**src/rtl/starfield_mixer.sv**
```systemverilog
// rtl/starfield_mixer.sv - three-layer starfield priority mixer with tint and twinkle
// Two-stage pipeline: stage 1 selects the visible layer, stage 2 scales/tints the colour.
module starfield_mixer #(
  parameter int SHIFT0      = 2,
  parameter int SHIFT1      = 1,
  parameter int SHIFT2      = 0,
  parameter int TWINKLE_DIV = 8
) (
  input  logic       clk,
  input  logic       rst,
  input  logic       en,
  input  logic       frame_start,
  input  logic       de,
  input  logic       sf0_on,
  input  logic       sf1_on,
  input  logic       sf2_on,
  input  logic [7:0] sf0_star,
  input  logic [7:0] sf1_star,
  input  logic [7:0] sf2_star,
  output logic [7:0] out_r,
  output logic [7:0] out_g,
  output logic [7:0] out_b,
  output logic       out_de
);

  localparam logic [7:0] FCNT_LAST = 8'(TWINKLE_DIV - 1);

  logic [7:0] fcnt;
  logic [2:0] phase;

  logic       sel_hit;
  logic [1:0] sel_layer;
  logic [7:0] sel_star;
  logic       sel_tw;

  logic       s1_de;
  logic       s1_hit;
  logic [1:0] s1_layer;
  logic [7:0] s1_star;
  logic       s1_tw;

  logic [7:0] lvl_raw;
  logic [7:0] lvl;
  logic [7:0] tint_r;
  logic [7:0] tint_g;
  logic [7:0] tint_b;

  always_comb begin
    sel_hit   = 1'b0;
    sel_layer = 2'd0;
    sel_star  = 8'd0;
    if (sf2_on) begin
      sel_hit   = 1'b1;
      sel_layer = 2'd2;
      sel_star  = sf2_star;
    end else if (sf1_on) begin
      sel_hit   = 1'b1;
      sel_layer = 2'd1;
      sel_star  = sf1_star;
    end else if (sf0_on) begin
      sel_hit   = 1'b1;
      sel_layer = 2'd0;
      sel_star  = sf0_star;
    end
  end

  // Twinkle is decided here, against the phase held before this edge, so the
  // frame_start pixel still sees the previous phase.
  assign sel_tw = sel_hit && (sel_star[2:0] == phase);

  always_ff @(posedge clk or posedge rst) begin
    if (rst) begin
      fcnt  <= 8'd0;
      phase <= 3'd0;
    end else if (en && frame_start) begin
      if (fcnt == FCNT_LAST) begin
        fcnt  <= 8'd0;
        phase <= phase + 3'd1;
      end else begin
        fcnt <= fcnt + 8'd1;
      end
    end
  end

  always_ff @(posedge clk or posedge rst) begin
    if (rst) begin
      s1_de    <= 1'b0;
      s1_hit   <= 1'b0;
      s1_layer <= 2'd0;
      s1_star  <= 8'd0;
      s1_tw    <= 1'b0;
    end else if (en) begin
      s1_de    <= de;
      s1_hit   <= sel_hit;
      s1_layer <= sel_layer;
      s1_star  <= sel_star;
      s1_tw    <= sel_tw;
    end
  end

  always_comb begin
    lvl_raw = 8'd0;
    if (s1_hit) begin
      case (s1_layer)
        2'd2:    lvl_raw = s1_star >> SHIFT2;
        2'd1:    lvl_raw = s1_star >> SHIFT1;
        default: lvl_raw = s1_star >> SHIFT0;
      endcase
    end
    lvl = s1_tw ? (lvl_raw >> 1) : lvl_raw;
  end

  // Farther layers lose red first, giving a blue cast with depth.
  always_comb begin
    tint_r = lvl;
    tint_g = lvl;
    tint_b = lvl;
    case (s1_layer)
      2'd1: tint_r = lvl >> 1;
      2'd0: begin
        tint_r = lvl >> 1;
        tint_g = lvl >> 1;
      end
      default: ;
    endcase
  end

  always_ff @(posedge clk or posedge rst) begin
    if (rst) begin
      out_r  <= 8'd0;
      out_g  <= 8'd0;
      out_b  <= 8'd0;
      out_de <= 1'b0;
    end else if (en) begin
      out_r  <= s1_de ? tint_r : 8'd0;
      out_g  <= s1_de ? tint_g : 8'd0;
      out_b  <= s1_de ? tint_b : 8'd0;
      out_de <= s1_de;
    end
  end

endmodule
```
**config.mk**
```make
export PLATFORM = sky130hd
export DESIGN_NAME = starfield_mixer
export DESIGN_NICKNAME = d
export VERILOG_FILES = /design/src/rtl/starfield_mixer.sv
export SDC_FILE = /design/constraint.sdc
export NUM_CORES = 1
export LEC_CHECK = 0
export CAP_MARGIN = 20
export CORE_MARGIN = 2
export CORE_UTILIZATION = 50
export CTS_BUF_LIST = sky130_fd_sc_hd__clkbuf_2 sky130_fd_sc_hd__clkbuf_4 sky130_fd_sc_hd__clkbuf_8
export DETAILED_ROUTE_END_ITERATION = 12
export HOLD_SLACK_MARGIN = 0.12
export PLACE_DENSITY = 0.79
export SLEW_MARGIN = 20
export SYNTH_ARGS = -nofsm -noshare
export SYNTH_HDL_FRONTEND = slang
export SYNTH_SLANG_ARGS = --single-unit
export TNS_END_PERCENT = 20
```
**constraint.sdc**
```tcl
create_clock -name clk -period 2.4 [get_ports clk]
set_input_delay 0.24 -clock clk [delete_from_list [all_inputs] [get_ports clk]]
set_output_delay 0.24 -clock clk [all_outputs]
set_load 0.03 [all_outputs]
```
Yosys cells after proc, flatten, opt, wreduce, memory -nomap -nowiden. Index checks and enable logic that the tools add are counted.

Register bits: 49. Input bits: 32. Output and inout bits: 25. Logic and storage cells: 39.

Add/subtract/negate cells: 2. Equality and inequality tests: 4. Mux-type cells: 17. Reductions and logical operators: 5.

Operators by type and width (number): 2-to-1 mux 8 bit (11); case mux 8 bit (2 select lines) (1); adder 8 x 1 -> 8 bit (second input constant) (1); equality test 8 x 3 -> 1 bit (second input constant) (1); 2-to-1 mux 1 bit (4); adder 3 x 1 -> 3 bit (second input constant) (1); equality test 3 bit (1); equality test 2 x 1 -> 1 bit (second input constant) (1); equality test 2 bit (second input constant) (1); logical AND 1 bit (2); logical NOT 2 bit (1); 2-to-1 mux 2 bit (1); AND reduction 2 bit (1); OR reduction 2 bit (1).

Depth between registers and ports, before layout. Gate-level depths: netlist (run 1).

Word-level depth: 6. Depth in mapped cells: 7. Gate-level depth less buffers: 6.

Least setup slack after synthesis (run 1). OpenSTA, ideal clock, no wires.

Path kind: reg-to-reg. Start point: register s1_layer[0]. End point: register out_r[2]. Library setup time: 147 ps. Data arrival time: 1573 ps. Setup slack: 680 ps. Cell stages (with the launch flop): 7. Path through: dfrtp_1 inv_1 ha_1 inv_1 a221oi_1 a2bb2oi_1 o221ai_1.

Longest elaborated chain between the ends: 6. Elaborated cells between the ends (all ways): 9.

RTL lines: from (decl) (line 38) `logic [1:0] s1_layer;`; from (signal assigned) (line 95) `s1_layer <= sel_layer;`; equality test 2 x 1 -> 1 bit / equality test 2 bit (equally long branches) (line 104, 118); case mux 8 bit (2 select lines) (line 104) `case (s1_layer)`; 2-to-1 mux 8 bit (line 103) `if (s1_hit) begin`; 2-to-1 mux 8 bit (line 110) `lvl = s1_tw ? (lvl_raw >> 1) : lvl_raw;`; 2-to-1 mux 8 bit (*) (line 118) `case (s1_layer)`; 2-to-1 mux 8 bit (*) (line 135) `out_r <= s1_de ? tint_r : 8'd0;`; to (signal assigned) (line 135); to (decl) (line 20) `output logic [7:0] out_r,`.

Mark *: on every way between the ends. The rest lies on a longest branch, timed or not. A chain may end at the register's enable or synchronous reset.

Final worst setup path (run 1). Same ends and word-level chain as after synthesis.

==> results of run 1 <==
==> where the power goes <==
part           internal [W]  leakage, nW  switching, W
clock              0.000312       0.0543      0.000272
sequential         0.000951        0.628      0.000119
combinational      0.000328        0.747      0.000399
==> metrics by stage <==
| stage | instances | hold WS [ps] | setup slack (ps) | util | total power [W] |
|---|---|---|---|---|---|
| after floorplan | 258 | 392 | 680 | - | 0.00153 |
| after global placement | 376 | 459 | 448 | 0.640 | 0.00179 |
| after detailed placement | 376 | 463 | 396 | 0.640 | 0.00181 |
| after CTS | 384 | 424 | 369 | 0.663 | 0.00240 |
| after global routing | 384 | 497 | 180 | 0.663 | 0.00252 |
| final | 384 | 413 | 379 | 0.663 | 0.00238 |
==> flip-flops by register name, summed over array words and instances (netlist names) <==
register	cells
out_b	8
out_r	8
s1_layer	2
out_de	1
s1_tw	1
s1_de	1
s1_hit	1
s1_star	8
fcnt	8
phase	3
out_g	8
==> tightest hold or removal path, stage by stage <==
cell	delay [ps]
clkdlybuf4s50_1	410
inv_2	50
buf_4	490
==> placed cells by master, fill, tap and decap left out, types with 2 or more instances in the layout <==
cell type         n
buf_4             5
nor2b_1           2
o21ai_0          15
a31oi_1           2
dfrtp_1          49
o31ai_1           2
a221oi_1          4
clkbuf_8          5
a41oi_1           2
and3_1            3
mux2_2            7
nor2_1           15
nand2_1          29
nor3_1            5
clkdlybuf4s50_1  56
o2bb2ai_1         9
a32o_1            2
ha_1              6
nand3b_1          3
a22oi_1          10
a2bb2oi_1         2
xnor2_1           6
mux2i_1           4
nand3_1           3
a21bo_2           2
a22o_1            2
nand4_1           3
a21oi_1          10
inv_1            13
xor2_1            4
a21o_1            2
o221ai_1         11
and2_1            2
==> kinds of logic after synthesis <==
family | after synthesis | synth area share
adders and majority gates | 6 | 0.0291
xor gates and xnor gates | 10 | 0.0339
DFF | 49 | 0.475
muxes | 11 | 0.0461
buffers and inverters | 28 | 0.0436
and+or+nand+nor | 72 | 0.138
AOI/OAI and AO/OA | 82 | 0.234
==> final cells by class <==
cell class	instances	area, sq um	share of cell area
sequential	49	1230	0.367
inverter	14	52.6	0.0157
multi-input combinational	181	1240	0.372
timing repair buffer	62	618	0.185
tap	70	87.6	0.0262
clock inverter	3	46.3	0.0139
clock buffer	5	68.8	0.0206
==> Yosys cell counts (all sizes together) (2+ instances only) <==
cell type,n
o2bb2ai,9
buf,7
a21o,2
xor2,4
clkbuf,7
nand3,3
o31ai,2
ha,6
a22o,2
a32o,2
nor2b,2
o21ai,15
nand4,3
mux2i,4
a221oi,4
nor3,6
o221ai,11
and3,3
a31oi,2
a21bo,2
mux2,7
xnor2,6
and2,2
a41oi,2
nand2,30
inv,14
a2bb2oi,2
nand3b,3
nor2,15
a22oi,10
dfrtp,49
a21oi,10
==> layer usage <==
layer / up-vias / track usage / share of wire
li1: 1067 / - / -
met1: 1053 / 0.310 / 0.45
met2: 60 / 0.360 / 0.50
met3: 4 / 0.0437 / 0.044
met4: 0 / 0.0585 / 0.0070
met5: - / 0 / 0
==> how the worst min path moves through the flow <==
stage,startpoint,cells past startpoint,slack [ps],end
CTS,rst,3,420,out_r[6]
finish,rst,3,410,out_r[5]
global route,rst,3,500,out_r[5]
floorplan,de,1,390,s1_de
detailed placement,fcnt[7],1,460,fcnt[7]
global placement,fcnt[7],1,460,fcnt[7]
==> results.cfg, run 1 <==
[grt]
overflow = 0
grtUsageTotal = 0.223
grt_max_degree = 50
grt_pass1_vias = 2102
antenna_found_initial = 0
grt_pass1_wl_mm = 9.76

[place]
port_buffers = 56
dp_hpwl_mm = 4.20
gp_congestion = 0.824
postPlaceCellArea_sq_mm = 0.00323

[sta]
tightestPinTransition_ps = 626
setup_viol = 0
max_freq_mhz = 495
rsz0062_at_grt = no
post-route-period-util = 0.842
period_needed_ps = 2020
relSlewSlack = 0.583
final-hold-violation-count = 0
finalSetupTns_ps = 0
skew_ps = 11.5
drv_slew = 0

[floorplanning]
start_util = 0.512
die_h_um = 75.9
ios = 57
die_w_um = 75.9
core-area_sq_mm = 0.00504
fp.dieArea_sq_mm = 0.00575
fp-row-count = 26

[min_path]
holdCritPathClass = in2async

[detailed_routing]
vias = 2184
drc = 0
final_antenna_net_count = 0
first_pass_iters = 4
wirelength_mm = 5.75
drt_iter0_drc = 192
wl_per_cell_um = 15.0
via_per_inst = 5.69

[worst_setup_path]
cp_top_family = compound AO/OA/AOI/OAI gates
crit_chain = inv_1, ha_1, a221oi_1, a2bb2oi_1, o221ai_1
max_stage_delay_ps = 500
critPathSlowestCell = a2bb2oi_1
path_class = reg2reg
crit_path_end = out_r[2]
startpoint = s1_layer[0]
crit_required_ps = 2560
cp-end-kind = flip-flop
timing.rr.start = s1_layer[0]
crit_fanout = 9
cp_num_buf_inv = 1
worst-path-stages = 5
cp-start-kind = flip-flop
cp.arrival_ps = 2190
rr_worst_depth = 5
rr_endpoint = out_r[2]
rrSetupSlack_ps = 380

[layout]
fill_cells = 388
layout.nets = 351
final_layout_size_suffix_gt1_frac = 0.0892
antenna_cells = 0
areaGrowthSynthToFinish_pct = 29.5
final_area_sq_mm = 0.00334

[clocking]
cts-buffers-inserted = 5
cts.hold.buffers_added = 0
ctsRootBufferMaster = clkbuf_8
clockBufferDepth = 2
insertion_delay_ps = 300
cts.repair.resized = 0
cts_tree = built
post_cts_buffers = 0
clk_pin_slew_ps = 90
cts.sinks = 49
htree_levels = 2

[synth]
synthDominantCellAreaShare = 0.475
synth.avg_cell_area_sq_um = 10.0
synth_top_area_cell = dfrtp_1
ys_types = 47
synth-async-reset-ratio = 1.00
netlist_instances = 258
synth_seq_cells = 49
yosysWarnings = 0
ys_seq_area_frac = 0.475
ys.flop_type = dfrtp_1
synth_edf_count = 0
synth_area_sq_mm = 0.00258
syn-num-nets = 296
synth_area_leaders = dfrtp_1, nand2_1, o221ai_1, mux2_2, o2bb2ai_1

[power]
leakagePower_nw = 1.43
peakVddDrop_v = 0.000598
p_per_area_mw_per_mm2 = 712

[flow_run]
cap_violations = 0

[run_status]
status = completed
Note: power is estimated with default switching activity, not from simulation.
==> run 2: changes to the inputs <==
--- a/config.mk
+++ b/config.mk
@@ -7,11 +7,11 @@
 export LEC_CHECK = 0
 export CAP_MARGIN = 20
 export CORE_MARGIN = 2
-export CORE_UTILIZATION = 50
+export CORE_UTILIZATION = 47
 export CTS_BUF_LIST = sky130_fd_sc_hd__clkbuf_2 sky130_fd_sc_hd__clkbuf_4 sky130_fd_sc_hd__clkbuf_8
 export DETAILED_ROUTE_END_ITERATION = 12
 export HOLD_SLACK_MARGIN = 0.12
-export PLACE_DENSITY = 0.79
+export PLACE_DENSITY = 0.78
 export SLEW_MARGIN = 20
 export SYNTH_ARGS = -nofsm -noshare
 export SYNTH_HDL_FRONTEND = slang
==> constraint.sdc (replaced) <==
create_clock -name clk -period 1.7 [get_ports clk]
set_input_delay 0.17 -clock clk [delete_from_list [all_inputs] [get_ports clk]]
set_output_delay 0.17 -clock clk [all_outputs]
set_load 0.03 [all_outputs]
==> run 2 against run 1 <==
Net effect: the run now ends with negative setup slack left; critical path type unchanged; critical endpoint unchanged; sequential power grew 41%; via count up 8.5%; clock power up 67%; sequential share of layout area decreased by 4.1 points; core utilization rose by 6.0 points; largest cell class unchanged.
==> results.cfg, run 2 (synthesis gave the netlist of run 1 again) <==
[run_status]
status = finished, violations left
violations = negative setup slack

[layout]
final_common_cell = clkdlybuf4s50_1
antenna_cells = 0
layout.nets = 376
areaGrowthSynthToFinish_pct = 45.7
layout_common_cells = clkdlybuf4s50_1, dfrtp_1, buf_4
final_layout_size_suffix_gt1_frac = 0.251

[detailed_routing]
via_per_inst = 5.79
drt_iter0_drc = 187
vias = 2369
wirelength_mm = 6.87
wl_per_cell_um = 16.8
first_pass_iters = 4
final_antenna_net_count = 0
drc = 0

[floorplanning]
die_w_um = 78.1
start_util = 0.496
ios = 57
die_h_um = 78.1
core-area_sq_mm = 0.00520
fp-row-count = 26
fp.dieArea_sq_mm = 0.00610

[worst_setup_path]
cp-end-kind = flip-flop
cp.arrival_ps = 1910
max_stage_delay_ps = 430
cp-start-kind = flip-flop
critPathSlowestCell = dfrtp_1
rrSetupSlack_ps = -30
crit_required_ps = 1870
crit_fanout = 5
path_class = reg2reg
crit_chain = buf_4, buf_4, ha_1, or2_2, nand2_2, o221ai_1
critPathMostFrequentCell = buf_4

[grt]
grt_pass1_wl_mm = 10.9
grt_max_degree = 22
overflow = 0
grt_pass1_vias = 2366
grtUsageTotal = 0.223
antenna_found_initial = 0

[flow_run]
cap_violations = 0

[place]
port_buffers = 56
place_ws_ps = -152
gp_congestion = 0.918
dp_hpwl_mm = 4.60

[power]
leakagePower_nw = 1.60
peakVddDrop_v = 0.000682
p_per_area_mw_per_mm2 = 1000

[clocking]
cts.hold.buffers_added = 0
ctsRootBufferMaster = clkbuf_8
htree_levels = 2
clockBufferDepth = 2
clk_pin_slew_ps = 90
cts-buffers-inserted = 5
insertion_delay_ps = 300
cts_tree = built
cts.sinks = 49

[sta]
drv_slew = 0
skew_ps = 5.72
final-hold-violation-count = 0
period_needed_ps = 1730
rsz0062_at_grt = yes
post-route-period-util = 1.02
whs_ps = 173
max_freq_mhz = 576
relSlewSlack = 0.580
setup_viol = 8
tightestPinTransition_ps = 614
finalWorstSetupSlack_ps = -34.6

[min_path]
holdCritPathClass = in2async
[run 2: layer usage]
layer,share of wire,track usage,vias to the layer above
met5,0,0,-
met4,0.016,0.0754,0
met3,0.042,0.0425,14
met2,0.51,0.376,77
met1,0.43,0.291,1162
li1,-,-,1116
[run 2: timing repair]
| item | CTS | global route |
|---|---|---|
| resized for setup | 15 | 27 |
| endpoints found under the setup margin | 17 | 22 |
| buffers inserted | 3 | 3 |
| pin swaps | 2 | 5 |
| cloned | 0 | 0 |
[run 2: cell type report]
cell class,instances,area (sq um)
clock buffers,5,68.8
inverters,14,52.6
multi-input cells,181,1440
repair buffers,87,818
flip-flops and latches,49,1230
clock inverters,3,65.1
fillers,383,1450
well taps,70,87.6
[run 2: per-stage QoR]
step / std cells / total power (W) / setup TNS [ps] / utilization / area [sq um]
after global routing: 409 / 0.00395 / -746 / 0.722 / 3760
after detailed placement: 395 / 0.00261 / -1360 / 0.649 / 3380
after floorplan: 258 / 0.00216 / -12.7 / - / 2590
after global placement: 395 / 0.00258 / -261 / 0.649 / 3380
after CTS: 406 / 0.00365 / -12.5 / 0.693 / 3610
final: 409 / 0.00378 / -142 / 0.722 / 3760
[run 2: final timing paths]
kind,from,to,depth (start not counted)
min in group clk,fcnt[7],fcnt[7],1
max reg2reg,s1_layer[0],out_r[2],6
min,rst,s1_de,2
max,s1_layer[0],out_r[2],6
max in group asynchronous,rst,s1_layer[1],3
min reg2reg,fcnt[7],fcnt[7],1
[run 2: power breakdown]
group	switching (W)	internal (W)	leakage, nW	total, W
Combinational	0.000678	0.000609	0.905	0.00129
Sequential	0.000168	0.00134	0.628	0.00151
Clock	0.000394	0.000584	0.0681	0.000978
[run 2: worst max-delay path, delay by kind of cell, from the launching register on]
kind	cells	cell delay (ps)
fa+ha+maj	1	250
buf+inv	2	300
compound gates	1	130
simple gates	2	500
flops	1	430
